==> config.mk <==
export PLATFORM = sky130hd
export DESIGN_NAME = reg_write_arbiter
export DESIGN_NICKNAME = d
export VERILOG_FILES = /design/src/rtl/reg_write_arbiter_pkg.sv /design/src/rtl/reg_write_arbiter_md_wb_fifo.sv /design/src/rtl/reg_write_arbiter.sv
export SDC_FILE = /design/constraint.sdc
export NUM_CORES = 1
export LEC_CHECK = 0
export CAP_MARGIN = 15
export CORE_MARGIN = 5
export CORE_UTILIZATION = 47
export CTS_CLUSTER_DIAMETER = 100
export DETAILED_ROUTE_END_ITERATION = 16
export PLACE_DENSITY = 0.79
export SLEW_MARGIN = 20
export SYNTH_ARGS = -nofsm -noshare
export SYNTH_HDL_FRONTEND = slang
export SYNTH_SLANG_ARGS = --single-unit
==> constraint.sdc <==
create_clock -name clk -period 4.65 [get_ports clk]
set_clock_uncertainty 0.05 [all_clocks]
set_input_delay 0.465 -clock clk [delete_from_list [all_inputs] [get_ports clk]]
set_output_delay 0.465 -clock clk [all_outputs]
set_load 0.005 [all_outputs]
==> src/rtl/reg_write_arbiter_pkg.sv <==
// Shared CPU definitions used by the register-file write arbiter.
package reg_write_arbiter_pkg;

  localparam int REG_ADDR_W = 5;
  localparam int DATA_W     = 32;

  // Register 0 is hard-wired to zero; writes to it are discarded.
  localparam logic [REG_ADDR_W-1:0] ZERO_REG = '0;

  // One queued mul/div writeback.
  typedef struct packed {
    logic [REG_ADDR_W-1:0] rd;
    logic [DATA_W-1:0]     data;
  } wb_entry_t;

  // A write or issue only counts when it is enabled and targets a real register.
  function automatic logic is_live(input logic en, input logic [REG_ADDR_W-1:0] rd);
    return en && (rd != ZERO_REG);
  endfunction

endpackage

==> src/rtl/reg_write_arbiter_md_wb_fifo.sv <==
// Small FIFO holding mul/div results until the register-file write port is free.
module md_wb_fifo
  import reg_write_arbiter_pkg::*;
#(
  parameter int DEPTH = 2
) (
  input  logic      clk,
  input  logic      reset,
  input  logic      push,
  input  logic      pop,
  input  wb_entry_t push_entry,
  output logic      full,
  output logic      empty,
  output wb_entry_t head
);

  localparam int PTR_W = (DEPTH > 1) ? $clog2(DEPTH) : 1;
  localparam int CNT_W = PTR_W + 1;
  localparam logic [CNT_W-1:0] FULL_CNT = CNT_W'(DEPTH);

  wb_entry_t          mem_q [DEPTH];
  logic [PTR_W-1:0]   wr_ptr_q, wr_ptr_d;
  logic [PTR_W-1:0]   rd_ptr_q, rd_ptr_d;
  logic [CNT_W-1:0]   cnt_q, cnt_d;
  logic               do_push, do_pop;

  // Status comes from registered occupancy only, so full/empty never depend on this cycle's requests.
  assign full  = (cnt_q == FULL_CNT);
  assign empty = (cnt_q == '0);
  assign head  = mem_q[rd_ptr_q];

  // Next pointer/occupancy; pointers wrap naturally because DEPTH is a power of two.
  always_comb begin
    // NOTE: every always_comb output gets a default first so no path can infer a latch.
    do_push  = push & ~full;
    do_pop   = pop & ~empty;
    wr_ptr_d = wr_ptr_q;
    rd_ptr_d = rd_ptr_q;
    if (do_push) wr_ptr_d = wr_ptr_q + PTR_W'(1);
    if (do_pop)  rd_ptr_d = rd_ptr_q + PTR_W'(1);
    cnt_d = cnt_q + CNT_W'(do_push) - CNT_W'(do_pop);
  end

  // Pointer and occupancy registers with synchronous reset.
  always_ff @(posedge clk) begin
    // NOTE: sequential state uses non-blocking assignments; blocking here would race other flops.
    if (reset) begin
      wr_ptr_q <= '0;
      rd_ptr_q <= '0;
      cnt_q    <= '0;
    end else begin
      wr_ptr_q <= wr_ptr_d;
      rd_ptr_q <= rd_ptr_d;
      cnt_q    <= cnt_d;
    end
  end

  // Entry storage write.
  always_ff @(posedge clk) begin
    // NOTE: storage is deliberately not reset; occupancy alone decides which entries are valid.
    if (do_push) mem_q[wr_ptr_q] <= push_entry;
  end

endmodule

==> src/rtl/reg_write_arbiter.sv <==
// Register-file write arbiter: pipeline writeback has priority, mul/div results
// queue in a FIFO, a busy scoreboard tracks outstanding mul/div destinations,
// and a head-age counter asks the pipeline to yield when the queue starves.
module reg_write_arbiter
  import reg_write_arbiter_pkg::*;
#(
  parameter int DEPTH        = 2,
  parameter int STARVE_LIMIT = 4
) (
  input  logic                  clk,
  input  logic                  reset,
  input  logic                  wb_we,
  input  logic [REG_ADDR_W-1:0] wb_rd,
  input  logic [DATA_W-1:0]     wb_data,
  input  logic                  md_valid,
  input  logic [REG_ADDR_W-1:0] md_rd,
  input  logic [DATA_W-1:0]     md_data,
  output logic                  md_ready,
  input  logic                  iss_valid,
  input  logic [REG_ADDR_W-1:0] iss_rd,
  input  logic [REG_ADDR_W-1:0] q_rs,
  input  logic [REG_ADDR_W-1:0] q_rt,
  output logic                  stall,
  output logic                  wb_hold,
  output logic                  RegWrite,
  output logic [REG_ADDR_W-1:0] Write_register,
  output logic [DATA_W-1:0]     Write_data,
  output logic                  err
);

  localparam int AGE_W = $clog2(STARVE_LIMIT + 1);
  localparam logic [AGE_W-1:0] AGE_MAX = AGE_W'(STARVE_LIMIT);

  logic        wb_live, iss_live;
  logic        fifo_push, fifo_pop, fifo_full, fifo_empty;
  wb_entry_t   fifo_head, push_entry;

  logic [31:0]      busy_q, busy_d;
  logic [AGE_W-1:0] age_q, age_d;
  logic             err_q, err_d;

  assign push_entry = '{rd: md_rd, data: md_data};

  md_wb_fifo #(.DEPTH(DEPTH)) u_fifo (
    .clk        (clk),
    .reset      (reset),
    .push       (fifo_push),
    .pop        (fifo_pop),
    .push_entry (push_entry),
    .full       (fifo_full),
    .empty      (fifo_empty),
    .head       (fifo_head)
  );

  // Handshake and write-port arbitration: a live pipeline write always wins, else drain the FIFO head.
  always_comb begin
    wb_live        = is_live(wb_we, wb_rd);
    iss_live       = is_live(iss_valid, iss_rd);
    md_ready       = ~reset & ~fifo_full;
    // Destination-0 results are accepted on the handshake but never stored.
    fifo_push      = md_valid & md_ready & (md_rd != ZERO_REG);
    fifo_pop       = ~reset & ~wb_live & ~fifo_empty;
    RegWrite       = 1'b0;
    Write_register = fifo_head.rd;
    Write_data     = fifo_head.data;
    if (!reset) begin
      if (wb_live) begin
        RegWrite       = 1'b1;
        Write_register = wb_rd;
        Write_data     = wb_data;
      end else if (!fifo_empty) begin
        RegWrite       = 1'b1;
      end
    end
  end

  // Scoreboard, head-age and protocol-violation tracking.
  always_comb begin
    busy_d = busy_q;
    if (fifo_pop) busy_d[fifo_head.rd] = 1'b0;
    // Applied after the clear so an issue wins over a same-cycle retirement.
    if (iss_live) busy_d[iss_rd] = 1'b1;
    busy_d[0] = 1'b0;

    age_d = age_q;
    if (fifo_empty || fifo_pop) age_d = '0;
    else if (age_q != AGE_MAX)  age_d = age_q + AGE_W'(1);

    err_d = err_q
          | (wb_hold & wb_live)
          | (iss_live & busy_q[iss_rd])
          | (wb_live & busy_q[wb_rd])
          | (fifo_push & ~busy_q[md_rd]);
  end

  // State registers with synchronous reset.
  always_ff @(posedge clk) begin
    if (reset) begin
      busy_q <= '0;
      age_q  <= '0;
      err_q  <= 1'b0;
    end else begin
      busy_q <= busy_d;
      age_q  <= age_d;
      err_q  <= err_d;
    end
  end

  assign stall   = busy_q[q_rs] | busy_q[q_rt];
  assign wb_hold = (age_q == AGE_MAX);
  assign err     = err_q;

endmodule

* Word level (Yosys, flattened, before mapping) *
Memories as Yosys holds them, arrays and structs flattened. A register that Yosys moved wholly into a read port is not among the register bits.
Cells that the tools add are included.

word-level totals
  latch bits = 0
  bits in read-only memories = 0
  logic and storage cells = 85
  output and inout port bits = 42
  bits of input ports = 94
  register bits = 40
  memories = 1
  memory bits (writable) = 74

memory list
  name          depth  width  rd ports  clocked after Yosys merged registers in  write ports  RTL line                            source
  u_fifo.mem_q  2      37     1         1                                        1            reg_write_arbiter_md_wb_fifo.sv:21  wb_entry_t mem_q [DEPTH];

operators by class
  reduce and logical (&&, ||, !) cells = 10
  divide/modulo/power cells = 0
  multiplexer cells = 27
  bitwise logic cells = 24
  multipliers = 0
  $add $sub $neg = 5
  shifts and indexed selects = 0
  equal/unequal tests = 3
  $lt $le $gt $ge = 8

operators with widths
  cell                                                                    number
  32-bit 2-to-1 mux                                                       4
  5-bit by 6-bit < comparator with 1-bit output (second input constant)   6
  32-bit bitwise AND                                                      1
  32-bit inverter                                                         1
  32-bit bitwise OR                                                       1
  1-bit binary-select mux with 5-bit select                               5
  5-bit nonzero test                                                      3
  1-bit 2-to-1 mux                                                        14
  1-bit bitwise AND                                                       11
  1-bit demux with 5-bit select                                           2
  5-bit by 1-bit >= comparator with 1-bit output (second input constant)  2
  5-bit 2-to-1 mux                                                        2
  1-bit inverter                                                          5
  1-bit bitwise OR                                                        5
  1-bit logical AND                                                       4
  3-bit by 1-bit adder with 3-bit output (second input constant)          1
  3-bit equality test (second input constant)                             1
  3-bit inequality test (second input constant)                           1
  1-bit adder (second input constant)                                     2
  2-bit by 1-bit adder with 2-bit output                                  1
  2-bit equality test (second input constant)                             1
  2-bit zero test                                                         1
  2-bit OR reduction                                                      1
  2-bit by 1-bit subtractor with 2-bit output                             1
  1-bit logical OR                                                        1

* Depth between registers and ports, before layout *
  word-level depth = 9
  mapped depth = 11
  gate-level depth less buffers = 10

* Modules after synthesis *
A second synthesis with hierarchy kept.

second synthesis, totals
  cell total of the unflattened synthesis = 532
  area, all modules = 6384.9 um^2

modules (own cells, without submodules)
  module             sequential area each (um^2)  area an instance (um^2)  cells an instance  times used
  reg_write_arbiter  700.7                        3484.6                   390                1
  md_wb_fifo         2322.2                       2900.3                   142                1

* Worst setup path after synthesis *
No wires, ideal clock.

  path type = input -> register
  start = in reset
  end = mem u_fifo.mem_q[0][0] (netlist bit) (enable)
  setup slack = 1289 ps
  library setup time = 436 ps
  buffers on the path = 2
  data required time = 4164 ps
  arrival = 2875 ps
  cell stages on the path = 5
  cell sequence = clkbuf_1 a21oi_1 and3b_2 clkbuf_1 nor2b_1

on the way
  longest elaborated chain between the ends = 7

RTL lines
  item                                    RTL line                            source
  from (decl)                             reg_write_arbiter.sv:11             input logic reset,
  1-bit inverter                          reg_write_arbiter.sv:59             md_ready = ~reset & ~fifo_full;
  1-bit bitwise AND                       reg_write_arbiter.sv:59
  via md_ready                            reg_write_arbiter.sv:18             output logic md_ready,
  1-bit bitwise AND (2 in a row)          reg_write_arbiter.sv:61             fifo_push = md_valid & md_ready & (md_rd != ZERO_REG);
  1-bit bitwise AND                       reg_write_arbiter_md_wb_fifo.sv:35  do_push = push & ~full;
  via u_fifo.do_push                      reg_write_arbiter_md_wb_fifo.sv:25  logic do_push, do_pop;
  1-bit 2-to-1 mux                        reg_write_arbiter_md_wb_fifo.sv:61  if (do_push) mem_q[wr_ptr_q] <= push_entry;
  1-bit 2-to-1 mux (not written as such)  reg_write_arbiter_md_wb_fifo.sv:61
  to (decl)                               reg_write_arbiter_md_wb_fifo.sv:21

The timed path passes the listed nets, and every way through them passes these cells.

* Worst setup path in the final report *
  start = in wb_rd[1]
  end = out Write_data[2]

on the way
  longest elaborated chain between the ends = 4

RTL lines
  item                RTL line                     source
  from (decl)         reg_write_arbiter.sv:13      input logic [REG_ADDR_W-1:0] wb_rd,
  5-bit nonzero test  reg_write_arbiter_pkg.sv:18  return en && (rd != ZERO_REG);
  1-bit logical AND   reg_write_arbiter_pkg.sv:18
  32-bit 2-to-1 mux   reg_write_arbiter.sv:67      if (wb_live) begin
  32-bit 2-to-1 mux   reg_write_arbiter.sv:66      if (!reset) begin
  to (decl)           reg_write_arbiter.sv:27      output logic [DATA_W-1:0] Write_data,

Every way passes these cells.

==> impl_results.md <==
- Asr flop ratio synth: 0%
- Net count after synthesis: between 600 and 700
- RSZ-0062 raised after global routing: no
- Status: complete, no violations
- Detailed Route Iter0 Violations: 473
- WL final: 17.4 mm
- Fin Setup TNS: 0 ps
- DIE HEIGHT: 125 µm
- Worst path cell trace: clkdlybuf4s50_1, or3_1, o31ai_4, nor2_4, buf_4, o21ai_0, clkdlybuf4s50_1
- Vias per cell: 5.92
- Required @ worst endpoint: a little over 4000 ps
- Sink Count: between 100 and 150
- Via count: 5146
- Critical path arrival: 3550 ps
- IO Pins: 136
- CTS buffer count: 17
- Power per cell area: 358 mW/mm²
- Overall Power: 2950 µW
- Max_slew headroom: 37.4%
- Syn Area/Cell: 11.2 µm²
- Worst skew pair latency: 400 ps
- Area share of the largest cell type after synthesis: 35.7%
- # hold bufs at CTS: 0
- Setup CP Type: input port to primary output
- Most frequent cells after synthesis: nand2_1, edfxtp_1, o21ai_0
- Critical path endpoint category: primary output
- Maximum VDD drop: ~0.27 mV
- Cts repair resizes: 0
- Synthesized flop and latch total: about 110
- Post-synth EDFFs: 74
- First-pass GRT wire length: 27.8 mm
- Synth Flop Type: edfxtp_1
- CTS Buffer Depth: 2
- Largest net degree at the start of global routing: 45
- Final setup viols: 0
- Slew @ Worst Pin: 939 ps
- Synth area leader: edfxtp_1
- Reg2Reg Depth: 4
- Vias in the first global route: about 5300
- Min-delay worst type: flip-flop to flip-flop
- Initial cell density of the core: 47.4%
- MaxCap Viol Count: 0
- Postcts setup bufs: 0
- Final hold vios: 0
- Hold depth: 2
- Fillers: 1051
- Crit-path max FO: 44
- Final Cell Area: 0.00824 mm²
- Startpoint Class: input port
- Synth warnings: 0
- CTS H-tree depth: 4
- Detailed placement HPWL: 12.4 mm
- Clk slew on worst S/H paths: 50 ps
- Post-Syn Area: 0.00623 mm²
- Layout cells sized above 1: between 10% and 20%
- CP max stage delay: between 600 and 700 ps
- Detail Route Antenna Nets: 0
- Reg area: 0.00302 mm²
- Static leakage: 0.00276 µW
- DR pass1 iterations: 7
- Placed cell areas: 0.00766 mm²
- Area of the multi-input gates: 0.00297 mm²
- Core area: 0.0131 mm²
- Post-layout util: roughly 63%
- # diodes: 0
- Die area: 0.0157 mm²
- Top post-synthesis cells by area: edfxtp_1, dfxtp_1, mux4_2, mux2i_1, o21ai_0
- Final Max Slew Viols: 0
- Top-count cell post-synth: nand2_1
- GP Congestion: 0.931
- Fin nets: between 700 and 800
- Global route overflow: 0
- Max Fclk: 246 MHz
- Root Buffer: clkbuf_16
- CTS tree: yes
- WL/cell: 20.0 µm
- Slowest CP cell: clkdlybuf4s50_1
- Post-synthesis sequential area ratio: 48.5%
- Die Width: 125 µm
- DRC: 0
- Row Count: 42
- Initial antenna violation count: 0
- Crit path time final: around 4000 ps
- Cell count after synthesis: 557
- I/O Buffers: 135
- GRT Overall Usage: 22.3%
- Period Utilization, post-route: about 87%
- Post-synthesis cell type count: between 50 and 60
- Synthesis-to-finish area growth: 32.2%
- Crit-path most repeated cell: clkdlybuf4s50_1
-- per-layer routing --
layer,wire [µm],vias up,GRT usage [%]
li1,-,2358,-
met4,823,0,11.9
met1,6640,2475,27.3
met5,0,-,0
met3,1570,62,7.63
met2,8370,251,35.1
-- power breakdown --
| part | switching [µW] | total, µW | leakage [µW] | internal (µW) |
|---|---|---|---|---|
| clock | 435 | 1190 | 0.000271 | 757 |
| sequential | 59.2 | 1200 | 0.00100 | 1140 |
| combinational | 254 | 558 | 0.00149 | 304 |
-- state kept, by name (all words and copies together), names as in the netlist, named ones only --
signal and cells:
busy_q 31, u_fifo.cnt_q 2, u_fifo.mem_q 74, u_fifo.wr_ptr_q 1
u_fifo.rd_ptr_q 1, age_q 3, err 1
-- critical path, delay by kind of cell --
kind / cells / cell delay (ps)
buf+inv: 3 / 1550
simple gates: 2 / 750
compound gates: 2 / 780
-- layout make-up --
class | instances | share of cell area, %
Timing Repair Buffer | 141 | 17.1
Clock inverter | 10 | 1.06
Tap cell | 176 | 2.67
Inverter | 16 | 0.729
Sequential cell | 114 | 36.7
Clock buffer | 22 | 5.64
Multi-Input combinational cell | 390 | 36.1
-- metrics by stage --
stage,instances,hold WS (ps),setup WS [ps]
final,869,460,584
after global routing,869,487,323
after CTS,868,467,579
after detailed placement,836,450,640
after global placement,836,436,839
after floorplan,557,422,1290
-- final timing paths --
path / from / to / slack, ps
max: wb_rd[1] / Write_data[2] / 580
min: u_fifo.rd_ptr_q / flip-flop / 460
max reg2reg: flip-flop / busy_q[7] / 2290
min reg2reg: u_fifo.rd_ptr_q / flip-flop / 460
-- cell families after synthesis --
| family | synth area share, % |
|---|---|
| multiplexers | 21.6 |
| buffers and inverters | 4.00 |
| XOR/XNOR | 0.703 |
| adder cells (fa/ha/maj) | 0.804 |
| flip-flops | 48.5 |
| AO/OA/AOI/OAI | 13.2 |
| AND/OR/NAND/NOR | 11.2 |
-- cell usage in the layout (no fill, tap or decap), drive strengths merged, types with 3 or more instances in the layout --
cell,instances
a221oi,3
xnor2,3
mux2,8
nand4,10
mux2i,52
edfxtp,74
clkdlybuf4s50,135
nor3,5
nand2,76
a21oi,38
a2111oi,3
a32oi,4
o21ai,74
dfxtp,40
buf,6
inv,16
clkbuf,22
nor2b,10
and2,3
nor2,25
ha,4
mux4,32
clkinv,8
nand2b,5
Power figures use the tool's default switching activity.
